==> config.mk <==
export PLATFORM = sky130hd
export DESIGN_NAME = cpu_timing
export DESIGN_NICKNAME = d
export VERILOG_FILES = /design/src/rtl/zx48_timing_pkg.sv /design/src/rtl/ce_div.sv /design/src/rtl/cpu_timing.sv
export SDC_FILE = /design/constraint.sdc
export NUM_CORES = 1
export LEC_CHECK = 0
export BUFFER_PORTS_ARGS = -buffer_cell sky130_fd_sc_hd__buf_2
export CELL_PAD_IN_SITES_DETAIL_PLACEMENT = 0
export CELL_PAD_IN_SITES_GLOBAL_PLACEMENT = 1
export CORE_ASPECT_RATIO = 0.6
export CORE_MARGIN = 3
export CORE_UTILIZATION = 38
export DETAILED_ROUTE_END_ITERATION = 8
export PLACE_DENSITY = 0.84
export SLEW_MARGIN = 0
export SYNTH_ARGS = -nofsm -noshare
export SYNTH_HDL_FRONTEND = slang
export SYNTH_SLANG_ARGS = --single-unit
==> constraint.sdc <==
create_clock -name clock -period 3 [get_ports clock]
set_input_delay 0.15 -clock clock [delete_from_list [all_inputs] [get_ports clock]]
set_output_delay 0.15 -clock clock [all_outputs]
set_load 0.03 [all_outputs]
==> src/rtl/zx48_timing_pkg.sv <==
// ZX Spectrum 48K frame geometry shared by the CPU timing, video and memory blocks.
// Also holds the contended-access decode used when stalling the CPU.
package zx48_timing_pkg;

    localparam int unsigned CNT_W      = 9;
    localparam int unsigned HTOTAL     = 224;
    localparam int unsigned VTOTAL     = 312;
    localparam int unsigned INT_LINE   = 248;
    localparam int unsigned INT_LEN    = 32;
    localparam int unsigned CONT_FIRST = 64;
    localparam int unsigned CONT_LAST  = 255;
    localparam int unsigned CONT_HEND  = 128;

    typedef logic [CNT_W-1:0] count_t;

    // Bus strobes are active low: a high strobe means the cycle is set up but not yet issued.
    function automatic logic is_contended(input logic [15:0] a, input logic mreq,
                                          input logic iorq, input logic rfsh);
        return ((a[15:14] == 2'b01) & mreq & rfsh) | (~a[0] & iorq);
    endfunction

endpackage

==> src/rtl/ce_div.sv <==
// Phase counter dividing the system clock into T-states; flags the last phase and
// the phase just before mid T-state so the parent can register its enables.
module ce_div #(
    parameter  int unsigned CLKDIV = 16,
    localparam int unsigned PW     = $clog2(CLKDIV)
) (
    input  logic clock,
    input  logic reset,
    output logic tick,
    output logic mid
);

    logic [PW-1:0] phase;

    always_ff @(posedge clock or negedge reset) begin
        if (!reset) begin
            phase <= '0;
        end else if (tick) begin
            phase <= '0;
        end else begin
            phase <= phase + 1'b1;
        end
    end

    assign tick = (phase == PW'(CLKDIV - 1));
    assign mid  = (phase == PW'(CLKDIV / 2 - 1));

endmodule

==> src/rtl/cpu_timing.sv <==
// Z80 clock-enable generator: 48K frame counters, contention stalls and frame interrupt.
// Counters free-run; contention only suppresses cep/cen for the stalled T-state.
module cpu_timing
    import zx48_timing_pkg::*;
#(
    parameter int unsigned CLKDIV     = 16,
    parameter int unsigned H_TOTAL    = HTOTAL,
    parameter int unsigned V_TOTAL    = VTOTAL,
    parameter int unsigned I_LINE     = INT_LINE,
    parameter int unsigned I_LEN      = INT_LEN,
    parameter int unsigned C_FIRST    = CONT_FIRST,
    parameter int unsigned C_LAST     = CONT_LAST,
    parameter int unsigned C_HEND     = CONT_HEND
) (
    input  logic        clock,
    input  logic        reset,
    input  logic        cont_en,
    input  logic [15:0] a,
    input  logic        mreq,
    input  logic        iorq,
    input  logic        rfsh,
    output logic        cep,
    output logic        cen,
    output logic        mi,
    output count_t      hcount,
    output count_t      vcount
);

    logic   tick, mid;
    logic   stall, stall_next, in_window, in_int;
    count_t h_next, v_next;

    ce_div #(.CLKDIV(CLKDIV)) u_ce_div (
        .clock (clock),
        .reset (reset),
        .tick  (tick),
        .mid   (mid)
    );

    // Decisions look at the T-state about to start, so cep/cen/mi line up with the new counts.
    // NOTE: every variable driven here gets a default first so no path can infer a latch.
    always_comb begin
        h_next = hcount + 1'b1;
        v_next = vcount;
        if (hcount == count_t'(H_TOTAL - 1)) begin
            h_next = '0;
            v_next = (vcount == count_t'(V_TOTAL - 1)) ? '0 : vcount + 1'b1;
        end
        in_window  = (v_next >= count_t'(C_FIRST)) && (v_next <= count_t'(C_LAST))
                   && (h_next < count_t'(C_HEND)) && (h_next[2:0] < 3'd6);
        stall_next = cont_en & is_contended(a, mreq, iorq, rfsh) & in_window;
        in_int     = (v_next == count_t'(I_LINE)) && (h_next < count_t'(I_LEN));
    end

    // NOTE: state and registered outputs use non-blocking assignments so every flop
    // samples pre-edge values regardless of statement order.
    always_ff @(posedge clock or negedge reset) begin
        if (!reset) begin
            hcount <= '0;
            vcount <= '0;
            stall  <= 1'b0;
            cep    <= 1'b0;
            cen    <= 1'b0;
            mi     <= 1'b1;
        end else begin
            cep <= tick & ~stall_next;
            cen <= mid & ~stall;
            if (tick) begin
                hcount <= h_next;
                vcount <= v_next;
                stall  <= stall_next;
                mi     <= ~in_int;
            end
        end
    end

endmodule

After elaboration in Yosys (flattened, before gate mapping)

Index checks and enable logic that the tools add are counted.

Register bits: 26
Input port bits: 22
Word-level logic and storage cells: 41

$add $sub $neg: 3
$lt $le $gt $ge: 5
Eq/ne operators: 6
Muxes and demuxes: 4
Bitwise logic cells: 12
Reduce and logical (&&, ||, !) cells: 4

Operators by type and width:

| cell                                                              | count |
|---|---|
| 2-to-1 mux 9 bit                                                  | 3 |
| adder 9 x 1 -> 9 bit, second input constant                       | 2 |
| == test 9 x 8 -> 1 bit, second input constant                     | 2 |
| == test 9 bit, second input constant                              | 1 |
| greater-or-equal comparator 9 x 7 -> 1 bit, second input constant | 1 |
| less-or-equal comparator 9 x 8 -> 1 bit, second input constant    | 1 |
| less-than comparator 9 x 6 -> 1 bit, second input constant        | 1 |
| less-than comparator 9 x 8 -> 1 bit, second input constant        | 1 |
| AND 1 bit                                                         | 7 |
| adder 4 x 1 -> 4 bit, second input constant                       | 1 |
| == test 4 x 3 -> 1 bit, second input constant                     | 1 |
| == test 4 bit, second input constant                              | 1 |
| logical AND 1 bit                                                 | 4 |
| 2-to-1 mux 4 bit                                                  | 1 |
| NOT 1 bit                                                         | 4 |
| less-than comparator 3 bit, second input constant                 | 1 |
| == test 2 x 1 -> 1 bit, second input constant                     | 1 |
| OR 1 bit                                                          | 1 |

Logic depth before layout (Yosys ltp)

Depth in word-level cells: 10
Gate-level depth with buffers: 7

Modules after synthesis

From an unflattened synthesis, not the netlist that was laid out.

Cell total of the unflattened synthesis: 181
Area total of the unflattened synthesis: 1,571.5 um^2

Modules (own cells, without submodules):

| module     | instances | cells each | area an instance (um^2) |
|---|---|---|---|
| cpu_timing | 1         | 166        | 1,395.1 |
| ce_div     | 1         | 15         | 176.4 |

Least setup slack after synthesis

OpenSTA, ideal clock, no wires.

Path type: reg-to-reg
Start: reg vcount[6]
End: reg vcount[3]
Setup time: 126 ps
Data arrival time: 1,890 ps
Data required time: 2,874 ps
Slack: 984 ps
Stages on the path, launching flop included: 7
Period minus slack after synthesis: 2,016 ps
Path through: dfrtp_1 buf_6 or4b_4 or3_4 and2_0 o21ai_1 o31ai_1

Longest elaborated chain between the ends: 3

RTL lines:

| item                   | RTL line         | source |
|---|---|---|
| from (decl)            | cpu_timing.sv:26 | `output count_t vcount` |
| from (signal assigned) | cpu_timing.sv:70 | `vcount <= v_next;` |
| == test 9 bit          | cpu_timing.sv:47 | `v_next = (vcount == count_t'(V_TOTAL - 1)) ? '0 : vcount + 1'b1;` |
| 2-to-1 mux 9 bit       | cpu_timing.sv:47 |  |
| 2-to-1 mux 9 bit       | cpu_timing.sv:45 | `if (hcount == count_t'(H_TOTAL - 1)) begin` |

Every way passes these cells.
A chain may end at the register's enable or synchronous reset.

Final worst setup path

Start: reg hcount[1]
End: reg vcount[5]

Longest elaborated chain between the ends: 2

RTL lines:

| item                   | RTL line         | source |
|---|---|---|
| from (decl)            | cpu_timing.sv:25 | `output count_t hcount,` |
| from (signal assigned) | cpu_timing.sv:69 | `hcount <= h_next;` |
| == test 9 x 8 -> 1 bit | cpu_timing.sv:45 |  |
| 2-to-1 mux 9 bit       | cpu_timing.sv:45 |  |

Every way passes these cells.

==> flow_summary.json <==
{
  "fin_nets": 221,
  "path_clk_slew_ps": 90,
  "regArea_sq_um": 652,
  "grt_max_degree": 27,
  "ctsLongestPathBuffers": 2,
  "first_iter_violations": 80,
  "drv_cap": 0,
  "switchingPower_mw": 0.126,
  "antenna_found_initial": 0,
  "synthMuxAreaShare": 0,
  "rsz0062_at_grt": "no",
  "synth-adder-area-share": 0.0238,
  "routed_wirelength_microns": 3650,
  "fin_hold_ws_ps": 230,
  "synth_area_sq_mm": 0.00158,
  "drv_slew": 0,
  "rows": 17,
  "synth_edf_count": 0,
  "num-fill-cells": 402,
  "tightest_slew_ps": 583,
  "drive_gt1_frac": 0.231,
  "final.period_utilization": 0.712,
  "cts_sinks": 26,
  "slew_headroom": 0.611,
  "grt_pass1_vias": 1269,
  "die-width_microns": 89.1,
  "drc_errors": 0,
  "htree_num_levels": 1,
  "start_util": 0.411,
  "clkPwrFrac": 0.448,
  "fin_skew_ps": 2.98,
  "ys_warn_count": 0,
  "combinationalPowerShare": 0.021,
  "ys.flop_type": "dfrtp_1",
  "yosys.area_share.simple": 0.274,
  "antenna_cells": 0,
  "finalSetupViolCount": 0,
  "syn_inst": 170,
  "start_kind": "flip-flop",
  "viasPerCell": 5.74,
  "fp.dieArea_sq_mm": 0.00498,
  "intPower_mw": 0.534,
  "finalCriticalPeriod_ps": 2140,
  "synthXorXnorAreaFrac": 0.0778,
  "p_leak_nw": 0.817,
  "cts_tree": "done",
  "drt-pass1-iter-count": 5,
  "power_density_mw_per_mm2": 370,
  "cpPeakStageDelay_ps": 450,
  "path_delay_family": "simple AND/OR/NAND/NOR gates",
  "num_io_pins": 43,
  "hpwl_microns": 2610,
  "setup_tns_ps": 0,
  "peakVddDrop_v": 0.000219,
  "antenna_left": 0,
  "cp-end-kind": "flip-flop",
  "gp_congestion": 0.895,
  "grt_pass1_wl_microns": 6280,
  "syn2layout_area_growth_pct": 13.3,
  "core_sq_mm": 0.00383,
  "avgSynthCellArea_sq_um": 9.27,
  "crit_fanout": 9,
  "wl_per_cell_microns": 15.1,
  "ys_seq_area_frac": 0.414,
  "synth_top_family_by_area": "simple AND/OR/NAND/NOR gates",
  "switching_share": 0.190,
  "layout.cells.most_common_list": "buf_2 (29), dfrtp_1 (25), nand2_1 (24)",
  "timing.fmax_ghz": 0.468,
  "cts-root-buf": "clkbuf_8",
  "synth_compound_area_frac": 0.156,
  "cts_made_buffers": 3,
  "hold_path_class": "input pin to flip-flop",
  "port_buffers": 29,
  "async_flop_share": 1.00,
  "synth.distinct_cells": 46,
  "arrival_ps": 2310,
  "status": "completed",
  "postCtsSetupBuffers": 0,
  "cp_slowest_cell": "dfrtp_1",
  "die_h_microns": 55.9,
  "crit_buf_inv": 0,
  "critPathKind": "flip-flop to flip-flop",
  "cp.required_ps": 3170,
  "ys_seq_elements": 26,
  "gr-usage-all-layers": 0.160,
  "total_power_mw": 0.660,
  "multi_input_comb_area_sq_um": 837,
  "final_common_cell": "buf_2",
  "clk_latency_ps": 270,
  "hold_viol": 0,
  "power_frac_seq": 0.531,
  "grt_overflow": 0,
  "vias": 1389,
  "syn-num-nets": 195,
  "path_cells": "ha_1 > and4_1 > nand2_1 > nor2_2 > a31oi_1 > a31o_2"
}
==> logic make-up (layout without fill, tap and decap cells) <==
group           count (synthesis)  in the layout
xor+xnor                       14             14
compound gates                 38             38
buf+inv                        12             37
fa+ha+maj                       3              3
flops                          26             26
simple gates                   77             77
==> power by group through the flow <==
stage / clock network (mW) / logic [mW] / registers (mW)
2_1_floorplan: 0 / 0.00149 / 0.357
3_3_place_gp: 0 / 0.0135 / 0.357
3_5_place_dp: 0 / 0.0137 / 0.357
4_1_cts: 0.305 / 0.0147 / 0.350
5_1_grt: 0.319 / 0.0170 / 0.350
6_report: 0.296 / 0.0138 / 0.350
==> final timing paths <==
check	startpoint	endpoint	slack, ps	depth (start not counted)
min in group asynchronous	reset	hcount[1]	400	2
worst max-delay path	hcount[1]	vcount[5]	860	6
worst min register to register	stall	cen	430	1
worst min-delay path	cont_en	cep	230	3
worst max register to register	hcount[1]	vcount[5]	860	6
max in group asynchronous	reset	vcount[3]	2220	2
==> sequential cells by signal, summed over array words and instances (netlist names) <==
register,flops
hcount,9
vcount,9
u_ce_div.phase,4
cen,1
cep,1
mi,1
stall,1
==> tightest hold or removal path, stage by stage <==
cell	delay, ps
buf_2	70
and3_1	150
a31oi_1	90
==> final cells by class <==
type | count | area share
Multi-Input combinational cell | 132 | 0.469
Sequential cell | 26 | 0.365
Timing Repair Buffer | 30 | 0.0869
Tap cell | 47 | 0.0329
Clock buffer | 3 | 0.0231
Clock inverter | 1 | 0.0168
Inverter | 3 | 0.00631
==> routing by layer <==
metal / part of all wire / track usage / up-vias
met5: 0 / 0 / -
met4: 0.010 / 0.0425 / 0
met3: 0.094 / 0.0444 / 4
met2: 0.39 / 0.206 / 54
met1: 0.51 / 0.255 / 655
li1: - / - / 676
==> Yosys cell counts (2+ instances only) <==
cell,number,area share
and4_1,2,0.011
ha_1,3,0.024
xnor2_1,8,0.044
a21o_1,2,0.0095
nand4_1,4,0.016
and3_1,2,0.0079
a21oi_1,6,0.019
clkbuf_1,3,0.0071
o21ai_1,2,0.0064
inv_1,3,0.0071
o31ai_1,2,0.0095
a211oi_1,2,0.0095
o21ai_0,8,0.025
a31oi_1,9,0.036
nor4_1,3,0.012
nor3_1,4,0.013
buf_6,5,0.036
and2_1,2,0.0079
nand2_1,24,0.057
xor2_1,6,0.033
nor2_2,2,0.0079
dfrtp_1,25,0.40
nor2_1,8,0.019
nand3_1,13,0.041
==> timing repair <==
action,4_1_cts,5_1_grt
hold endpoints to repair,25,0
hold buffers,1,0
gates resized for setup,0,0
==> per-stage QoR <==
| stage | utilization | area [sq um] | cells | worst slack (ps) |
|---|---|---|---|---|
| global placement | 0.445 | 1700 | 237 | 913 |
| CTS | 0.466 | 1790 | 242 | 866 |
| finish | 0.466 | 1790 | 242 | 865 |
| floorplan | - | 1580 | 170 | 984 |
| detailed placement | 0.445 | 1700 | 237 | 880 |
| global route | 0.466 | 1790 | 242 | 735 |
Power figures use the tool's default switching activity.
